`config.mk`:
```
export PLATFORM = sky130hd
export DESIGN_NAME = fifo_rd_streamer
export DESIGN_NICKNAME = d
export VERILOG_FILES = /design/src/rtl/fifo_stream_pkg.sv /design/src/rtl/stream_skid_buf.sv /design/src/rtl/fifo_rd_streamer.sv
export SDC_FILE = /design/constraint.sdc
export NUM_CORES = 1
export LEC_CHECK = 0
export CAP_MARGIN = 25
export CORE_MARGIN = 2
export CORE_UTILIZATION = 49
export CTS_CLUSTER_DIAMETER = 200
export DETAILED_ROUTE_END_ITERATION = 8
export MAX_ROUTING_LAYER = met4
export PLACE_DENSITY = 0.72
export SYNTH_ARGS = -nofsm -noshare
export SYNTH_HDL_FRONTEND = slang
export SYNTH_HIERARCHICAL = 1
export SYNTH_SLANG_ARGS = --single-unit
```
`constraint.sdc`:
```
create_clock -name clk -period 1.75 [get_ports clk]
set_input_delay 0.2625 -clock clk [delete_from_list [all_inputs] [get_ports clk]]
set_output_delay 0.2625 -clock clk [all_outputs]
set_load 0.005 [all_outputs]
```
`src/rtl/fifo_stream_pkg.sv`:
```
// Shared types and defaults for the FIFO read-side streamer.
// Data width default comes from the shared WIDTH define.
`ifndef WIDTH
`define WIDTH 8
`endif

package fifo_stream_pkg;

  localparam int DEF_WIDTH   = `WIDTH;
  localparam int DEF_PKT_LEN = 4;
  localparam int BUF_DEPTH   = 3;

  typedef logic [1:0]  occ_t;
  typedef logic [15:0] pkt_cnt_t;

  // Circular pointer step over the 3-entry buffer.
  function automatic logic [1:0] ptr_inc(
    input logic [1:0] p
  );
    return (p == 2'(BUF_DEPTH - 1)) ? 2'd0 : p + 2'd1;
  endfunction

endpackage

```
`src/rtl/stream_skid_buf.sv`:
```
// Three-entry circular buffer decoupling FIFO reads
// from the downstream valid/ready handshake.
module stream_skid_buf
  import fifo_stream_pkg::*;
#(
  parameter int WIDTH = DEF_WIDTH
) (
  input  logic             clk,
  input  logic             rst,
  input  logic             push_i,
  input  logic [WIDTH-1:0] push_data_i,
  input  logic             pop_i,
  output logic [WIDTH-1:0] head_o,
  output occ_t             occ_o
);

  logic [WIDTH-1:0] mem_q [BUF_DEPTH];
  logic [1:0]       wr_q, wr_d;
  logic [1:0]       rd_q, rd_d;
  occ_t             occ_q, occ_d;

  // Pointer and occupancy next-state.
  always_comb begin
    wr_d  = wr_q;
    rd_d  = rd_q;
    occ_d = occ_q;
    if (push_i) wr_d = ptr_inc(wr_q);
    if (pop_i)  rd_d = ptr_inc(rd_q);
    unique case ({push_i, pop_i})
      2'b10:   occ_d = occ_q + 2'd1;
      2'b01:   occ_d = occ_q - 2'd1;
      default: occ_d = occ_q;
    endcase
  end

  // Pointer and occupancy registers.
  always_ff @(posedge clk) begin
    if (rst) begin
      wr_q  <= '0;
      rd_q  <= '0;
      occ_q <= '0;
    end else begin
      wr_q  <= wr_d;
      rd_q  <= rd_d;
      occ_q <= occ_d;
    end
  end

  // Storage; cleared so the head reads zero out of reset.
  always_ff @(posedge clk) begin
    if (rst) begin
      for (int i = 0; i < BUF_DEPTH; i++) mem_q[i] <= '0;
    end else if (push_i) begin
      mem_q[wr_q] <= push_data_i;
    end
  end

  assign head_o = mem_q[rd_q];
  assign occ_o  = occ_q;

endmodule

```
`src/rtl/fifo_rd_streamer.sv`:
```
// FIFO read-side drain: credit-gated reads, 1-cycle capture,
// and a packet-framed valid/ready output stream.
module fifo_rd_streamer
  import fifo_stream_pkg::*;
#(
  parameter int WIDTH   = DEF_WIDTH,
  parameter int PKT_LEN = DEF_PKT_LEN
) (
  input  logic             clk,
  input  logic             rst,
  input  logic             fifo_empty,
  output logic             fifo_rd_enb,
  input  logic [WIDTH-1:0] fifo_rd_data,
  output logic             m_valid,
  output logic [WIDTH-1:0] m_data,
  output logic             m_last,
  input  logic             m_ready,
  output pkt_cnt_t         pkt_cnt,
  output logic             busy
);

  occ_t       occ;
  logic       inflight_q;
  logic [2:0] credit;
  logic       hs;
  logic       at_last;
  logic [7:0] beat_q, beat_d;
  pkt_cnt_t   pkt_q, pkt_d;

  // Credit counts words buffered plus the read in flight,
  // so a read is only issued when its landing slot is free.
  assign credit      = {1'b0, occ} + {2'b00, inflight_q};
  assign fifo_rd_enb = !rst && !fifo_empty
                     && (credit < 3'(BUF_DEPTH));

  assign m_valid = (occ != '0);
  assign hs      = m_valid && m_ready;
  assign at_last = (beat_q == 8'(PKT_LEN - 1));
  assign m_last  = m_valid && at_last;
  assign busy    = m_valid || inflight_q;
  assign pkt_cnt = pkt_q;

  stream_skid_buf #(
    .WIDTH (WIDTH)
  ) u_buf (
    .clk         (clk),
    .rst         (rst),
    .push_i      (inflight_q),
    .push_data_i (fifo_rd_data),
    .pop_i       (hs),
    .head_o      (m_data),
    .occ_o       (occ)
  );

  // Beat and packet counter next-state.
  always_comb begin
    beat_d = beat_q;
    pkt_d  = pkt_q;
    if (hs) begin
      if (at_last) begin
        beat_d = '0;
        pkt_d  = pkt_q + 16'd1;
      end else begin
        beat_d = beat_q + 8'd1;
      end
    end
  end

  // In-flight flag and framing counters.
  always_ff @(posedge clk) begin
    if (rst) begin
      inflight_q <= 1'b0;
      beat_q     <= '0;
      pkt_q      <= '0;
    end else begin
      inflight_q <= fifo_rd_enb;
      beat_q     <= beat_d;
      pkt_q      <= pkt_d;
    end
  end

endmodule
```
==> results of run 1 <==
==> worst min-delay path by stage <==
stage | slack [ns] | cells past startpoint | startpoint | endpoint
2_1_floorplan | 0.35 | 1 | fifo_empty | inflight_q
3_3_place_gp | 0.47 | 2 | pkt_cnt[15] | pkt_cnt[15]
3_5_place_dp | 0.48 | 2 | pkt_cnt[15] | pkt_cnt[15]
4_1_cts | 0.50 | 2 | u_buf/wr_q[1] | u_buf/wr_q[1]
5_1_grt | 0.53 | 2 | pkt_cnt[15] | pkt_cnt[15]
6_report | 0.50 | 2 | u_buf/wr_q[1] | u_buf/wr_q[1]
==> routing by layer <==
| layer | GRT usage, % | part of all wire (%) | vias to the layer above |
|---|---|---|---|
| met5 | - | 0 | - |
| met4 | 10.2 | 1.8 | 0 |
| met3 | 5.67 | 4.7 | 10 |
| met2 | 34.0 | 49 | 58 |
| met1 | 26.7 | 44 | 1061 |
| li1 | - | - | 1084 |
==> what timing repair did <==
action                     in CTS  in global routing
gates resized for setup        61                 11
buffers inserted                7                  1
pin swaps                       5                  9
setup endpoints to repair      23                 22
==> report_power, final <==
group          switching (uW)  internal [uW]  leakage [uW]
Sequential               67.7           1700      0.000592
Combinational             388            548      0.000803
Clock                     617            961      0.000124
Total                    1070           3210       0.00152
==> stage by stage <==
| stage | hold slack [ns] | setup WS (ns) | cell area [um2] | total power [uW] |
|---|---|---|---|---|
| global placement | 0.465 | -0.243 | 3720 | 2590 |
| global route | 0.526 | -0.190 | 4060 | 4460 |
| CTS | 0.500 | -0.135 | 4020 | 4290 |
| finish | 0.499 | -0.138 | 4060 | 4280 |
| detailed placement | 0.481 | -0.296 | 3720 | 2620 |
| floorplan | 0.352 | -0.0371 | 2950 | 2170 |
==> kinds of logic after synthesis <==
family | synth area share [%]
simple gates | 21.4
flops | 55.3
compound gates | 7.21
xor+xnor | 3.88
buf+inv | 2.35
mux | 7.72
fa+ha+maj | 2.13
==> state kept, by name, summed over array words and instances, names as in the netlist, named ones only <==
register	flops
pkt_cnt	16
inflight_q	1
u_buf/mem_q	32
beat_q	8
u_buf/wr_q	2
u_buf/rd_q	2
u_buf/occ_o	2
==> cell usage in the layout, fill, tap and decap left out, drive strengths merged, types with 4 or more instances in the layout <==
master         count
xor2               6
buf               53
nand2b             4
or4                6
xnor2              7
nand3              6
dfxtp             33
o31ai              6
o21ai              7
nand2             11
nor3               5
and2              25
inv                7
nand4              8
ha                 5
clkbuf            10
nor2              19
clkdlybuf4s50     27
edfxtp            32
mux4               8
or3                9
a21oi             16
==> critical path: stages, from the launching register on <==
cell     delay, ns
dfxtp_2       0.36
ha_4          0.16
or4b_4        0.47
or3_4         0.40
or3_4         0.34
a21oi_2       0.11
==> final cells by class <==
class	count	area share, %
Multi-Input combinational cell	168	32.2
Clock buffer	9	3.05
Clock inverter	7	3.09
Tap cell	75	2.31
Inverter	5	0.463
Timing Repair Buffer	83	18.6
Sequential cell	65	40.2
==> reports/results.txt, run 1 <==
Status -> complete, but fails checks
Failing checks -> setup timing
Vias/cell -> 5.37
Mapped Nets -> 263
CP Data Arrival Time -> 2.17 ns
Worst EP required -> 2.03 ns
Setup WS post-layout -> -0.138 ns
Starting Density -> 50.1%
Clock Path Buffers -> 2
Mapped Area -> 2930 um2
Worst-path fanout max -> 5
Cells after Synth -> 246
Startpoint Class -> flip-flop
Ys Warns -> 6
Register Area -> 1630 um2
Post-synth top area share -> 32.8%
First-pass GRT wire length -> 10,200 um
# diodes -> 0
GR Overflow Total -> 0
FF+latch count, synth -> 65
Layout Nets -> 349
WS Path Type -> reg2reg
Gr usage total -> 21.9%
Share of the yosys chip area belonging to registers -> 55.3%
Die height -> 81.4 um
Max-slew violations -> 0
Fmax -> 530 MHz
Hold buffers post-CTS -> 0
RR Endpoint -> pkt_cnt[8]
HP Class -> reg2reg
Setup Skew -> 0.00649 ns
Syn Area/Cell -> 11.9 um2
RSZ-0062 raised after global routing -> yes
Routed len/inst -> 15.6 um
P&R area growth vs syn -> 38.3%
Setup-failing EPs final -> 9
Router iterations before antenna repair -> 4
Final core occ -> 69.3%
Worst Setup SP -> beat_q[1]
Pleak -> 0.00152 uW
Most frequent cell after synthesis -> dfxtp_1
Row count -> 28
Placer Congestion -> 0.803
Clk root buf -> clkbuf_8
Power density cells -> 1060 nW/um2
Most frequent cells after synthesis -> 33 x dfxtp_1, 32 x edfxtp_1, 25 x and2_1
Non-Filler Instances -> 412
Top cells by area, synth -> edfxtp_1 33%, dfxtp_1 23%, mux4_1 6.3%, and2_1 5.3%, a21oi_1 2.7%
Count of buffers from port buffering -> 39
Relative slew slack -> 65.8%
Clock Sinks -> 65
Most area-hungry cell type in the Yosys netlist -> edfxtp_1
DIE WIDTH -> 81.4 um
Synth async-reset ratio -> 0%
Reg2reg path depth -> 5
Num CTS Buffers -> 9
Vias in the first global route -> 2,154
CTS clk-pin slew, worst paths -> 0.08 ns
Worst-skew pair later-pin latency -> 0.34 ns
Die ar. -> 6620 um2
Final hold vios -> 0
Dpl cells -> 388
Final period utilization -> 108%
Reg2reg setup slack -> -0.14 ns
Routed vias -> 2,213
Fin crit period -> 1.89 ns
WL final -> 6420 um
Peak VDD IR -> 0.000907 V
Crit end category -> flip-flop
Worst R2R Start -> beat_q[1]
Initial DRC count -> 96
Largest net degree at the start of global routing -> 21
EDFF count, synth -> 32
Top_reg_cell synth -> dfxtp_1
CTS tree -> done
Least-Margin Pin Slew -> 0.511 ns
# Max-Cap Violations -> 0
Antenna violations before repair -> 0
Worst setup endpoint -> pkt_cnt[8]
H-tree Lvls -> 3
Fill count -> 436
Core area -> 5850 um2
DRC -> 0
Final HPWL DP -> 4350 um
Post-DRT Antenna Nets -> 0
Multi-input gate area -> 1310 um2
I/O pin cnt -> 40
Setup TNS -> -0.577 ns
Synth unique cells -> 44
Share of cells above drive strength 1 -> 30.3%
Power figures use the tool's default switching activity.
==> inputs of run 2 (changes only) <==
Settings changed: TNS_END_PERCENT from default to 20.
==> reports/results.txt, run 2 (synthesis results as in run 1) <==
Status -> complete, but fails checks
Failing checks -> setup timing
Router iterations before antenna repair -> 4 (unchanged)
Non-Filler Instances -> 406 (-1.5%)
Initial DRC count -> 102 (+6.3%)
Setup-failing EPs final -> 7 (-2)
Starting Density -> 50.1% (unchanged)
Register Area -> 1630 um2 (-0.23%)
Num CTS Buffers -> 9 (unchanged)
Placer Congestion -> 0.803 (unchanged)
Max-slew violations -> 0 (unchanged)
HP Class -> reg2reg
WS Path Type -> reg2reg
Commonest non-fill, non-tap cell in the layout -> edfxtp_1
Fill count -> 446 (+2.3%)
Peak VDD IR -> 0.000891 V (-1.7%)
Hold Slack -> 0.496 ns (-0.00349 ns)
Routed vias -> 2,178 (-1.6%)
Worst EP required -> 2.03 ns (about the same)
Worst-path fanout max -> 5 (unchanged)
RSZ-0062 raised after global routing -> yes
Pleak -> 0.00149 uW (-2.3%)
Count of buffers from port buffering -> 39 (unchanged)
Final hold vios -> 0 (unchanged)
CP Data Arrival Time -> 2.17 ns (about the same)
GR Overflow Total -> 0 (unchanged)
Fmax -> 530 MHz (about the same)
Die ar. -> 6620 um2 (unchanged)
Hold depth -> 2 (unchanged)
Reg2reg path depth -> 5 (unchanged)
Reg with most FFs -> u_buf/mem_q
Relative slew slack -> 66.9% (+1.1 points)
Dpl cells -> 388 (unchanged)
Layout Nets -> 343 (-1.7%)
Routed len/inst -> 15.5 um (-0.17%)
H-tree Lvls -> 3 (unchanged)
Power density cells -> 1060 nW/um2 (about the same)
Largest net degree at the start of global routing -> 21 (unchanged)
Vias in the first global route -> 2,133 (-0.97%)
Final HPWL DP -> 4350 um (unchanged)
DIE WIDTH -> 81.4 um (unchanged)
Die height -> 81.4 um (unchanged)
Vias/cell -> 5.36 (-0.13%)
Row count -> 28 (unchanged)
Fin crit period -> 1.89 ns (-0.00103 ns)
# Max-Cap Violations -> 0 (unchanged)
First-pass GRT wire length -> 10,100 um (-0.80%)
Startpoint Class -> flip-flop
DRC -> 0 (unchanged)
# diodes -> 0 (unchanged)
P&R area growth vs syn -> 35.6%
Share of cells above drive strength 1 -> 28.1% (-2.2 points)
CTS clk-pin slew, worst paths -> 0.08 ns (about the same)
Pre-CTS setup slack -> -0.296 ns (unchanged)
Final period utilization -> 108% (about the same)
Hold buffers post-CTS -> 0 (unchanged)
CTS tree -> done
Core area -> 5850 um2 (unchanged)
Crit end category -> flip-flop
Antenna violations before repair -> 0 (unchanged)
Pwr Total -> 4200 uW (-1.9%)
WL final -> 6310 um (-1.6%)
Most frequent cells in the layout -> 32 x edfxtp_1, 31 x buf_4, 28 x dfxtp_1
Setup WS post-layout -> -0.137 ns (+0.00103 ns)
Clock Sinks -> 65 (unchanged)
Clk root buf -> clkbuf_8
Multi-input gate area -> 1290 um2 (-1.3%)
I/O pin cnt -> 40 (unchanged)
Max reg flops -> 32 (unchanged)
Setup TNS -> -0.534 ns (+0.0428 ns)
Setup Skew -> 0.00604 ns (-0.000449 ns)
Clock Path Buffers -> 2 (unchanged)
Post-DRT Antenna Nets -> 0 (unchanged)
Gr usage total -> 21.7% (-0.17 points)
Least-Margin Pin Slew -> 0.495 ns (-0.0162 ns)
Worst-skew pair later-pin latency -> 0.34 ns (about the same)
[run 2: cell count changes in the layout (fill, tap and decap cells not counted), sizes merged]
cell and delta:
buf -12, clkbuf +5, dlygate4sd2 +2, clkdlybuf4s15 -1
[run 2: what timing repair did]
action,CTS,global route
setup endpoints to repair,23,22
pin swaps,3,6
resized for setup,39,16
buffers inserted,2,0
[run 2: worst max-delay path, stage by stage, from the launching register on]
cell and delay, ns:
dfxtp_2 0.36, ha_4 0.15, or4b_4 0.47, or3_4 0.40
or3_4 0.34, a21oi_2 0.11
[run 2: worst paths after layout]
kind	from	endpoint	slack [ns]
worst max-delay path	beat_q[0]	pkt_cnt[8]	-0.14
worst min-delay path	u_buf/wr_q[1]	u_buf/wr_q[1]	0.50
worst max register to register	beat_q[0]	pkt_cnt[8]	-0.14
worst min register to register	u_buf/wr_q[1]	u_buf/wr_q[1]	0.50
[run 2: cell type report]
class	instances	area share [%]
repair buffers	77	17.5
inverters	5	0.472
well taps	75	2.36
flip-flops and latches	65	40.9
clock buffers	9	3.12
clock inverters	7	3.15
multi-input cells	168	32.4
[run 2: power by group]
part | switching [uW] | internal, uW
Sequential | 60.0 | 1700
Combinational | 377 | 491
Clock | 618 | 961
[run 2: metrics by stage]
| step | instance area, um2 | utilization, % |
|---|---|---|
| floorplan | 2950 | - |
| global placement | 3720 | 63.6 |
| detailed placement | 3720 | 63.6 |
| CTS | 3990 | 68.1 |
| global route | 3980 | 68.0 |
| finish | 3980 | 68.0 |
[run 2: per-layer routing]
metal  track usage (%)  part of all wire (%)
met1              26.5                    45
met2              33.7                    49
met3              5.67                   4.7
met4              10.2                   1.9
met5                 -                     0
==> inputs of run 3 (changes only) <==
Settings changed: CORE_MARGIN 2 to default.
==> reports/results.txt, run 3 (synthesis results as in run 1) <==
Final HPWL DP -> 4200 um (-3.3%)
CP max stage cell -> or4b_4
Worst-path fanout max -> 4 (-1)
Clock Path Buffers -> 2 (unchanged)
Placer Congestion -> 0.815 (+1.5%)
Setup Skew -> 0.00641 ns (+0.000373 ns)
P&R area growth vs syn -> 34.3%
HP Class -> reg2reg
Hold buffers post-CTS -> 0 (unchanged)
Max stage delay on crit path -> 0.46 ns (about the same)
Setup WS post-layout -> -0.121 ns (+0.0162 ns)
Core area -> 5640 um2 (-3.6%)
Placed inst area -> 3710 um2 (-0.24%)
Clock Sinks -> 65 (unchanged)
Die ar. -> 6300 um2 (-4.9%)
Max-slew violations -> 0 (unchanged)
WP buf/inv -> 0 (unchanged)
Initial DRC count -> 145 (+42%)
Router iterations before antenna repair -> 4 (unchanged)
Vias/cell -> 5.41 (+0.77%)
# Max-Cap Violations -> 0 (unchanged)
Share of cells above drive strength 1 -> 28.3% (+0.22 points)
Largest net degree at the start of global routing -> 23 (+9.5%)
Reg2reg setup slack -> -0.12 ns (+0.02 ns)
Final hold vios -> 0 (unchanged)
Pleak -> 0.00147 uW (-1.1%)
Final Instance Area -> 3940 um2 (-0.98%)
Top layer in use -> met4
Routed vias -> 2,184 (+0.28%)
CP Data Arrival Time -> 2.14 ns (-0.03 ns)
Status -> complete, but fails checks
Die height -> 79.4 um (-2.5%)
Layout Nets -> 344 (+0.29%)
Fmax -> 535 MHz (+0.87%)
H-tree Lvls -> 3 (unchanged)
Detail Route met2 WL -> 2940 um (-4.5%)
CTS clk-pin slew, worst paths -> 0.07 ns (about the same)
GR Overflow Total -> 0 (unchanged)
Crit path cell chain -> ha_4, or4b_4, or3_4, or3_4, a21oi_2
Power density cells -> 1020 nW/um2 (-3.6%)
Reg with most FFs -> u_buf/mem_q
WL met1 -> 2880 um (+2.5%)
Final core occ -> 69.8% (+1.8 points)
Starting Density -> 52.0% (+1.9 points)
DRC -> 0 (unchanged)
I/O pin cnt -> 40 (unchanged)
First-pass GRT wire length -> 10,000 um (-1.2%)
WS Path Type -> reg2reg
Crit path max-delay family -> simple AND/OR/NAND/NOR gates
Clk root buf -> clkbuf_8
Antenna violations before repair -> 0 (unchanged)
Final period utilization -> 107% (-0.93 points)
Routed len/inst -> 15.2 um (-2.4%)
Max reg flops -> 32 (unchanged)
Worst path most repeated cell -> or3_4
Count of buffers from port buffering -> 39 (unchanged)
Most frequent cells in the layout -> 33 x buf_4, 32 x edfxtp_1, 28 x dfxtp_1
Row count -> 27 (-3.6%)
Num CTS Buffers -> 9 (unchanged)
Crit end category -> flip-flop
Gr usage total -> 21.8% (+0.14 points)
Relative slew slack -> 64.8% (-2.1 points)
Failing checks -> setup timing
Worst-skew pair later-pin latency -> 0.33 ns (about the same)
WL final -> 6130 um (-2.9%)
CTS tree -> done
Multi-input gate area -> 1300 um2 (+0.68%)
DIE WIDTH -> 79.4 um (-2.5%)
Fin crit period -> 1.87 ns (-0.0162 ns)
Worst EP required -> 2.02 ns (about the same)
# diodes -> 0 (unchanged)
RSZ-0062 raised after global routing -> yes
Peak VDD IR -> 0.000724 V (-19%)
Met3 Wirelength -> 196 um (-34%)
Post-DRT Antenna Nets -> 0 (unchanged)
Fill count -> 395 (-11%)
Startpoint Class -> flip-flop
Least-Margin Pin Slew -> 0.527 ns (+0.0321 ns)
Vias in the first global route -> 2,169 (+1.7%)
Register Area -> 1630 um2 (unchanged)
Commonest non-fill, non-tap cell in the layout -> buf_4
Setup-failing EPs final -> 7 (unchanged)
==> run 3: changes by cell type in the layout (fill, tap and decap cells not counted), moves of 2 or more <==
cell and delta:
clkbuf_2 -2, buf_2 +2, buf_4 +2, inv_6 -2, clkinv_2 +2
==> run 3: repair_timing <==
action / 4_1_cts / 5_1_grt
setup endpoints to repair: 19 / 21
pin swaps: 8 / 5
hold endpoints to repair: 0 / 0
gates cloned: 0 / 0
gates resized for setup: 41 / 16
setup buffers: 2 / 0
==> run 3: final cells by class <==
cell class                      count  share of cell area [%]
Sequential cell                    65                    41.3
Inverter                            5                   0.477
Tap cell                           72                    2.29
Timing Repair Buffer               78                    17.6
Multi-Input combinational cell    168                    33.0
Clock buffer                       10                    3.24
Clock inverter                      6                    2.10
==> run 3: metal layers <==
layer	track usage [%]	vias up
li1	-	1075
met5	-	-
met2	33.1	43
met4	10.5	0
met1	28.2	1055
met3	4.25	11
==> run 3: per-stage QoR <==
step	setup WS, ns	TNS (ns)	cells	hold slack, ns	total power, uW
global placement	-0.231	-1.18	386	0.465	2580
detailed placement	-0.300	-1.73	386	0.482	2600
finish	-0.121	-0.318	404	0.495	4010
CTS	-0.128	-0.770	404	0.492	3970
global route	-0.159	-1.14	404	0.509	4180
floorplan	-0.0371	-0.0742	246	0.352	2170
==> run 3: final timing paths <==
check,startpoint,endpoint,cells after the start
worst min register to register,u_buf/wr_q[1],u_buf/wr_q[1],2
worst max register to register,beat_q[1],pkt_cnt[6],5
worst min-delay path,u_buf/wr_q[1],u_buf/wr_q[1],2
worst max-delay path,beat_q[1],pkt_cnt[6],5
==> run 3: where the power goes <==
part | leakage, uW | internal [uW] | switching [uW]
registers | 0.000591 | 1700 | 64.2
clock network | 0.000108 | 796 | 572
logic | 0.000770 | 494 | 389
total | 0.00147 | 2990 | 1030
==> run 3: tightest hold or removal path, stage by stage (launching register included) <==
cell     delay (ns)
dfxtp_1        0.33
nand2_1        0.06
a21oi_1        0.06
